### config.mk
export PLATFORM = sky130hd
export DESIGN_NAME = perceptron_controller
export DESIGN_NICKNAME = d
export VERILOG_FILES = /design/src/rtl/perceptron_controller.sv
export SDC_FILE = /design/constraint.sdc
export NUM_CORES = 2
export LEC_CHECK = 0
export ABC_CLOCK_PERIOD_IN_PS = 10200
export CAP_MARGIN = 10
export CORE_ASPECT_RATIO = 0.75
export CORE_UTILIZATION = 45
export DETAILED_ROUTE_END_ITERATION = 10
export PLACE_DENSITY = 0.61
export SETUP_SLACK_MARGIN = 0.15
export SYNTH_ARGS = -nofsm -noshare
export SYNTH_HDL_FRONTEND = slang
export SYNTH_SLANG_ARGS = --single-unit
### constraint.sdc
create_clock -name clk_i -period 10.2 [get_ports clk_i]
set_input_delay 2.04 -clock clk_i [delete_from_list [all_inputs] [get_ports clk_i]]
set_output_delay 2.04 -clock clk_i [all_outputs]
set_load 0.03 [all_outputs]
### src/rtl/perceptron_controller.sv
// Perceptron evaluation sequencer: fetches input/weight pairs, accumulates a
// saturating fixed-point dot product on top of a bias, and samples the activation.
module perceptron_controller #(
    parameter int sign        = 1,
    parameter int q_m         = 16,
    parameter int q_n         = 16,
    parameter int NUM_INPUTS  = 4,
    parameter int ACT_LATENCY = 1,
    localparam int W  = sign + q_m + q_n,
    localparam int AW = (NUM_INPUTS > 1) ? $clog2(NUM_INPUTS) : 1
) (
    input  logic          clk_i,
    input  logic          rst_i,
    input  logic          start_i,
    input  logic [W-1:0]  bias_i,
    output logic [AW-1:0] addr_o,
    output logic          rd_en_o,
    input  logic [W-1:0]  x_i,
    input  logic [W-1:0]  w_i,
    output logic [W-1:0]  summation_o,
    input  logic          activation_i,
    output logic          busy_o,
    output logic          done_o,
    output logic          result_o,
    output logic          overflow_o
);

    localparam int CW = $clog2(NUM_INPUTS + 1);
    localparam int EW = (ACT_LATENCY > 1) ? $clog2(ACT_LATENCY) : 1;
    localparam logic [W-1:0] SAT_MAX = {1'b0, {(W-1){1'b1}}};
    localparam logic [W-1:0] SAT_MIN = {1'b1, {(W-1){1'b0}}};

    typedef enum logic [1:0] {
        IDLE,
        RUN,
        EVAL,
        DONE
    } state_t;

    state_t          r_state;
    state_t          w_nextState;
    logic [CW-1:0]   r_idx;
    logic [EW-1:0]   r_evalCnt;
    logic            r_dataValid;
    logic [W-1:0]    r_acc;
    logic            r_result;
    logic            r_overflow;
    logic            w_evalLast;

    logic signed [2*W-1:0] w_xExt;
    logic signed [2*W-1:0] w_wExt;
    logic signed [2*W-1:0] w_product;
    logic signed [2*W-1:0] w_shifted;
    logic [W:0]            w_prodHi;
    logic                  w_prodClamp;
    logic [W-1:0]          w_prodSat;
    logic [W:0]            w_sumWide;
    logic                  w_sumClamp;
    logic [W-1:0]          w_sumSat;

    // Product fits in 2W bits, so both operands are widened before multiplying.
    assign w_xExt    = {{W{x_i[W-1]}}, x_i};
    assign w_wExt    = {{W{w_i[W-1]}}, w_i};
    assign w_product = w_xExt * w_wExt;
    assign w_shifted = w_product >>> q_n;

    assign w_prodHi    = w_shifted[2*W-1:W-1];
    assign w_prodClamp = !((&w_prodHi) || !(|w_prodHi));
    assign w_prodSat   = w_prodClamp ? (w_shifted[2*W-1] ? SAT_MIN : SAT_MAX)
                                     : w_shifted[W-1:0];

    assign w_sumWide  = {r_acc[W-1], r_acc} + {w_prodSat[W-1], w_prodSat};
    assign w_sumClamp = w_sumWide[W] ^ w_sumWide[W-1];
    assign w_sumSat   = w_sumClamp ? (w_sumWide[W] ? SAT_MIN : SAT_MAX)
                                   : w_sumWide[W-1:0];

    assign w_evalLast = (r_evalCnt == EW'(ACT_LATENCY - 1));

    always_ff @(posedge clk_i or posedge rst_i) begin
        if (rst_i) begin
            r_state <= IDLE;
        end else begin
            r_state <= w_nextState;
        end
    end

    always_comb begin
        w_nextState = r_state;
        case (r_state)
            IDLE:    if (start_i) w_nextState = RUN;
            RUN:     if (r_idx == CW'(NUM_INPUTS)) w_nextState = EVAL;
            EVAL:    if (w_evalLast) w_nextState = DONE;
            DONE:    w_nextState = IDLE;
            default: w_nextState = IDLE;
        endcase
    end

    // The address is forced to zero outside active fetches so it never shows the drain index.
    always_comb begin
        rd_en_o = 1'b0;
        addr_o  = '0;
        busy_o  = (r_state != IDLE);
        done_o  = (r_state == DONE);
        if ((r_state == RUN) && (r_idx < CW'(NUM_INPUTS))) begin
            rd_en_o = 1'b1;
            addr_o  = r_idx[AW-1:0];
        end
    end

    always_ff @(posedge clk_i or posedge rst_i) begin
        if (rst_i) begin
            r_acc       <= '0;
            r_idx       <= '0;
            r_dataValid <= 1'b0;
            r_evalCnt   <= '0;
            r_result    <= 1'b0;
            r_overflow  <= 1'b0;
        end else begin
            case (r_state)
                IDLE: begin
                    if (start_i) begin
                        r_acc       <= bias_i;
                        r_idx       <= '0;
                        r_dataValid <= 1'b0;
                        r_overflow  <= 1'b0;
                    end
                end
                RUN: begin
                    r_dataValid <= rd_en_o;
                    r_evalCnt   <= '0;
                    if (rd_en_o) begin
                        r_idx <= r_idx + CW'(1);
                    end
                    if (r_dataValid) begin
                        r_acc <= w_sumSat;
                        if (w_prodClamp || w_sumClamp) begin
                            r_overflow <= 1'b1;
                        end
                    end
                end
                EVAL: begin
                    r_evalCnt <= r_evalCnt + EW'(1);
                    if (w_evalLast) begin
                        r_result <= activation_i;
                    end
                end
                default: ;
            endcase
        end
    end

    assign summation_o = r_acc;
    assign result_o    = r_result;
    assign overflow_o  = r_overflow;

endmodule

# [Word level (Yosys, flattened, before mapping)]
# Cells that the tools add are included.
[word_totals] regBits=42 latchBits=0 ram_bits=0 rom_bits=0 in_bits=103 output_inout_bits=40 word_cells=63 n_memories=0
[op_classes] add_sub_neg=3 mul=1 div_mod_pow=0 n_lt_le_gt_ge=1 n_eq_ne=10 n_shift=0 n_mux=22 bitwise=2 reduce_logical=17
[op_table] op="33-bit 2-to-1 mux" n=6
[op_table] op="33-bit by 33-bit multiplier with 66-bit output" n=1
[op_table] op="33-bit case mux with 2 select lines" n=1
[op_table] op="33-bit by 33-bit adder with 34-bit output" n=1
[op_table] op="18-bit AND reduction" n=1
[op_table] op="18-bit OR reduction" n=1
[op_table] op="2-bit inequality test, second input constant" n=5
[op_table] op="3-bit AND reduction" n=3
[op_table] op="2-bit 2-to-1 mux" n=4
[op_table] op="2-bit case mux with 4 select lines" n=1
[op_table] op="3-bit 2-to-1 mux" n=2
[op_table] op="1-bit case mux with 2 select lines" n=3
[op_table] op="3-bit case mux with 2 select lines" n=1
[op_table] op="2-bit nonzero test" n=3
[op_table] op="2-bit == test, second input constant" n=2
[op_table] op="1-bit 2-to-1 mux" n=4
[op_table] op="2-bit AND reduction" n=2
[op_table] op="4-bit AND reduction" n=1
[op_table] op="3-bit by 1-bit adder with 3-bit output, second input constant" n=1
[op_table] op="3-bit == test, second input constant" n=1
[op_table] op="3-bit < comparator, second input constant" n=1
[op_table] op="2-bit by 1-bit == test with 1-bit output, second input constant" n=1
[op_table] op="1-bit logical NOT" n=2
[op_table] op="2-bit logical NOT" n=1
[op_table] op="6 further kinds" n=7

# [Longest topological paths before layout]
[logic_depth] depth_word=11 ltp_mapped=48 mapped_depth_nobuf=44

# [Least setup slack after synthesis]
# No wires, ideal clock.
[synth_path] path_kind="input to register" start="input w_i[9]" end="register r_acc[11], in the netlist summation_o[11]" arrival_ns=12.879 required_ns=10.058 path_slack_ns=-2.822 stages=45 n_path_buf=4 path_cell_list="clkbuf_1 nand2_1 inv_1 fa_1 inv_1 fa_1 inv_1 fa_1 fa_1 fa_1 fa_1 fa_1 inv_1 fa_1 inv_1 ha_1 clkbuf_2 a21oi_1 [9 not listed] a21oi_2 buf_6 o21a_1 ha_1 inv_1 fa_1 nor2b_1 o2111ai_1 nand4_1 a31oi_1 a211oi_1 a211oi_1 o31ai_1 xnor2_2 nand2_1 nand3_1 buf_2 o221ai_1"
[synth_between] elab_chain_cells=10 word_cells_on_any_way=13 cone_classes="add/sub (1); mul (1); mux (6); bitwise (1); reduce/logical (4)"
[synth_rtl] element="start: declaration" line_no="19" source="input logic [W-1:0] w_i,"
[synth_rtl] element="33-bit by 33-bit multiplier with 66-bit output *" line_no="64" source="assign w_product = w_xExt * w_wExt;"
[synth_rtl] element="18-bit OR reduction" line_no="68" source="assign w_prodClamp = !((&w_prodHi) || !(|w_prodHi));"
[synth_rtl] element="1-bit logical NOT" line_no="68"
[synth_rtl] element="1-bit logical OR" line_no="68"
[synth_rtl] element="33-bit 2-to-1 mux *" line_no="69" source="assign w_prodSat = w_prodClamp ? (w_shifted[2*W-1] ? SAT_MIN : SAT_MAX)"
[synth_rtl] element="33-bit by 33-bit adder with 34-bit output *" line_no="72" source="assign w_sumWide = {r_acc[W-1], r_acc} + {w_prodSat[W-1], w_prodSat};"
[synth_rtl] element="33-bit 2-to-1 mux or 1-bit bitwise XOR (tied branches)" line_no="74, 73"
[synth_rtl] element="33-bit 2-to-1 mux *" line_no="74" source="assign w_sumSat = w_sumClamp ? (w_sumWide[W] ? SAT_MIN : SAT_MAX)"
[synth_rtl] element="33-bit 2-to-1 mux *" line_no="134" source="if (r_dataValid) begin"
[synth_rtl] element="33-bit case mux with 2 select lines *" line_no="119" source="case (r_state)"
[synth_rtl] element="end signal: assignment" line_no="122" source="r_acc <= bias_i;"
[synth_rtl] element="end signal: assignment" line_no="135" source="r_acc <= w_sumSat;"
[synth_rtl] element="end: declaration" line_no="45" source="logic [W-1:0] r_acc;"
# Every way passes the cells marked *; elsewhere a longest branch is shown, timed or not. The select of a mux whose other input is x is not followed.
# A chain may end at the register's enable or synchronous reset.

# [Worst setup path in the final report]
[layout_path] start="input w_i[18]" end="register r_acc[9], in the netlist summation_o[9]"
# The elaborated chain is that of the path after synthesis.

==> flow_summary.yaml <==
sta:
  report.final.setup_viol: 34
  fin_hold_ws_ns: 0.504
  finalHoldViolations: 0
  grt_setup_unrepaired: "yes"
  final.setup_skew_ns: 0.00645
  post-route-min-period_ns: 12.63
  fmax_mhz: 79.2
  tightestPinTransition_ns: 0.803
  post-route-worst-setup-slack_ns: -2.43
  maxSlewViolCount: 0
  final_period_utilization_pct: 124
  slew_headroom_pct: 46.4
cts:
  ctsRootBufferMaster: "sky130_fd_sc_hd__clkbuf_16"
  worst_skew_pair_later_pin_latency_ns: 0.30
  cts_tree: "yes"
  numCtsBuffers: 5
  deepest_level_of_the_cts_h_tree: 2
  cts_clk_pin_slew_worst_paths_ns: 0.06
  cts-root-to-sink-buffers: 2
  numClockSinks: 42
logic_synthesis:
  compound_cell_area_share_of_the_yosys_netlist_pct: 6.88
  synthFlopType: "sky130_fd_sc_hd__dfrtp_1"
  portion_of_netlist_area_occupied_by_mux_cells_pct: 0.122
  area_of_the_mapped_netlist_sq_mm: 0.0432
  synth-xor-area-share_pct: 1.94
  synth_edf_count: 0
  synthesis.nets: 6268
  netlist-cell-type-count: 80
  synth_fa_ha_area_share_pct: 60.4
  ys_ff_latch: 42
  synth_cells: 4768
  yosys_warnings: 0
  synth_simple_gate_area_share_pct: 15.9
  synth_top_family_by_area: "adder cells"
  syn-mean-instance-area_sq_um: 9.06
  async_reset_ff_share_pct: 100
  ys_seq_area_share_pct: 2.43
setup_path:
  cell_family_with_the_largest_share_of_critical_path_delay: "adder cells"
  worst_ep_required_time_ns: 10.38
  path_buf_inv: 13
  critical-path-slowest-cell: "sky130_fd_sc_hd__fa_1"
  critical-path-max-stage-delay_ns: 0.59
  endpoint_kind: "flop"
  arrival_ns: 12.81
  worst_path_most_repeated_cell: "sky130_fd_sc_hd__fa_1"
  timing.critical_path.fanout_max: 7
  setup.worst_path.start_class: "input pin"
  crit_type: "input pin to flop"
placement:
  port_buffers: 142
  place_congestion: 0.915
  placement.cell_area_sq_mm: 0.0512
  numPlacedInstances: 6525
  hpwlAfterDp_um: 105000
finish:
  post_layout_nets: 6946
  fillCellCount: 8345
  multi_input_comb_area_sq_mm: 0.0383
  fin_cells: 6701
  post_route_cells_drive_above_1_share_pct: 20.6
  final_util_pct: 57.9
  stdcell_area_sq_mm: 0.0551
  area_growth_syn_to_layout_pct: 27.5
  sequential_cell_area_sq_mm: 0.00105
global_route:
  initial_antenna_violation_count: 7
  grt_first_pass_wirelength_um: 214000
  globalRoute.totalOverflow: 0
  globalRouteTotalUtil_pct: 28.5
  first_global_vias: 37457
  pin_count_of_the_biggest_net_entering_global_routing: 43
floorplanning:
  die_area_sq_mm: 0.0972
  rows: 98
  design.core.area_sq_mm: 0.0952
  floorplan.die.height_um: 270
  starting_density_of_the_core_pct: 45.4
  ios: 143
  die_width_um: 360
run_status:
  outcome: "complete, but fails checks"
  failing_checks: "setup timing"
routing:
  total_via_count_after_detailed_routing: 34466
  via_per_inst: 5.14
  remaining_drc_errors: 0
  drt-initial-drc-count: 2235
  firstDrtPassIters: 5
  route.antenna.remaining_nets: 0
  totalWireLength_um: 135000
  wl_per_cell_um: 20.2
worst_hold_path:
  worstHoldPathType: "flop to flop"
run:
  cap_violations: 0
-- through the flow --
step	setup WS [ns]	setup TNS [ns]
6_report	-2.43	-79.15
5_1_grt	-2.80	-91.56
4_1_cts	-2.29	-74.13
3_5_place_dp	-3.24	-106.26
3_3_place_gp	-3.07	-101.70
2_1_floorplan	-2.23	-72.27
-- layout make-up --
type	count	share of cell area, %
repair buffers	922	17.7
flip-flops and latches	42	1.91
clock buffers	7	0.241
inverters	1136	7.75
well taps	1250	2.84
multi-input cells	3339	69.5
clock inverters	1	0.0545
diodes	4	0.0182
-- cells in the final DEF (no fill, tap or decap), drive strengths merged, types with 13 or more instances in the layout --
master / netlist / layout
xnor2: 60 / 60
o22ai: 14 / 14
dfrtp: 42 / 42
a211oi: 16 / 16
nand4: 26 / 26
inv: 1136 / 1135
nand3: 21 / 21
clkdlybuf4s50: 0 / 80
fa: 1145 / 1145
o21ai: 98 / 98
buf: 36 / 769
o211ai: 13 / 13
o21bai: 20 / 20
nor3: 28 / 28
ha: 252 / 252
dlygate4sd2: 0 / 19
a21oi: 134 / 134
o21a: 41 / 41
nand2: 619 / 619
a21o: 51 / 51
xor2: 34 / 34
nand2b: 15 / 15
bufbuf: 0 / 33
and2: 543 / 543
nor2: 97 / 97
clkbuf: 215 / 21
-- logic make-up (layout without fill, tap and decap cells) --
logic type / after synthesis / count (layout)
adder cells (fa/ha/maj): 1398 / 1398
buffers and inverters: 1387 / 2066
AND/OR/NAND/NOR: 1384 / 1384
AO/OA/AOI/OAI: 458 / 458
XOR/XNOR: 94 / 94
flip-flops: 42 / 42
multiplexers: 5 / 5
other: 0 / 4
-- synth_stat cells (4+ instances only) --
master	instances	area (sq um)
sky130_fd_sc_hd__a21oi_1	130	651
sky130_fd_sc_hd__xor2_1	34	298
sky130_fd_sc_hd__nand4_1	26	163
sky130_fd_sc_hd__o221ai_1	9	78.8
sky130_fd_sc_hd__buf_2	24	120
sky130_fd_sc_hd__a221o_1	4	40.0
sky130_fd_sc_hd__nand3_1	21	105
sky130_fd_sc_hd__ha_1	252	3150
sky130_fd_sc_hd__nor3_1	26	130
sky130_fd_sc_hd__inv_1	1136	4260
sky130_fd_sc_hd__o22ai_1	14	87.6
sky130_fd_sc_hd__o21ai_1	5	25.0
sky130_fd_sc_hd__o211ai_1	13	97.6
sky130_fd_sc_hd__o2111ai_1	4	35.0
sky130_fd_sc_hd__buf_4	4	30.0
sky130_fd_sc_hd__a21o_1	51	383
sky130_fd_sc_hd__o21bai_1	20	150
sky130_fd_sc_hd__nand2b_1	15	93.8
sky130_fd_sc_hd__a21boi_0	6	45.0
sky130_fd_sc_hd__fa_1	1145	22900
sky130_fd_sc_hd__nand2_1	616	2310
sky130_fd_sc_hd__dfrtp_1	42	1050
sky130_fd_sc_hd__o21ai_0	93	465
sky130_fd_sc_hd__o31ai_1	7	52.6
sky130_fd_sc_hd__xnor2_1	58	508
sky130_fd_sc_hd__o21a_1	40	300
sky130_fd_sc_hd__buf_6	7	78.8
sky130_fd_sc_hd__nor2b_1	7	43.8
sky130_fd_sc_hd__and2_1	541	3380
sky130_fd_sc_hd__clkbuf_1	212	796
sky130_fd_sc_hd__a31oi_1	11	68.8
sky130_fd_sc_hd__and3_1	5	31.3
sky130_fd_sc_hd__a211oi_1	15	113
sky130_fd_sc_hd__nor4_1	7	43.8
sky130_fd_sc_hd__nor2_1	97	364
-- sequential cells by signal, summed over array words and instances, names as in the netlist --
register / cells
overflow_o: 1
r_dataValid: 1
r_evalCnt: 1
r_idx: 3
r_state: 2
result_o: 1
summation_o: 33
-- routing by layer --
layer	GRT usage (%)	part of all wire [%]
met1	39.2	42
met2	44.8	45
met3	8.66	11
met4	4.85	1.8
met5	0	0.030
-- path summary, 6_finish.rpt --
check | from | endpoint | slack (ns) | cells after the start
max | w_i[18] | summation_o[9]$_DFFE_PP0P_ | -2.43 | 48
min | result_o$_DFFE_PP0P_ | result_o$_DFFE_PP0P_ | 0.50 | 1
max reg2reg | summation_o[0]$_DFFE_PP0P_ | summation_o[9]$_DFFE_PP0P_ | 6.87 | 17
min reg2reg | result_o$_DFFE_PP0P_ | result_o$_DFFE_PP0P_ | 0.50 | 1
max in group asynchronous | rst_i | r_evalCnt$_DFFE_PP0P_ | 7.62 | 3
min in group asynchronous | rst_i | summation_o[11]$_DFFE_PP0P_ | 2.19 | 3
-- what timing repair did --
item | CTS | global route
hold endpoints to repair | 0 | 0
cloned | 38 | 4
gates resized for setup | 424 | 161
setup endpoints to repair | 34 | 34
pin swaps | 171 | 140
setup buffers | 98 | 24
hold buffers | 0 | 0
Power is not shown: default switching activity piles up to over one toggle a cycle in this logic, so the estimate is an artifact.
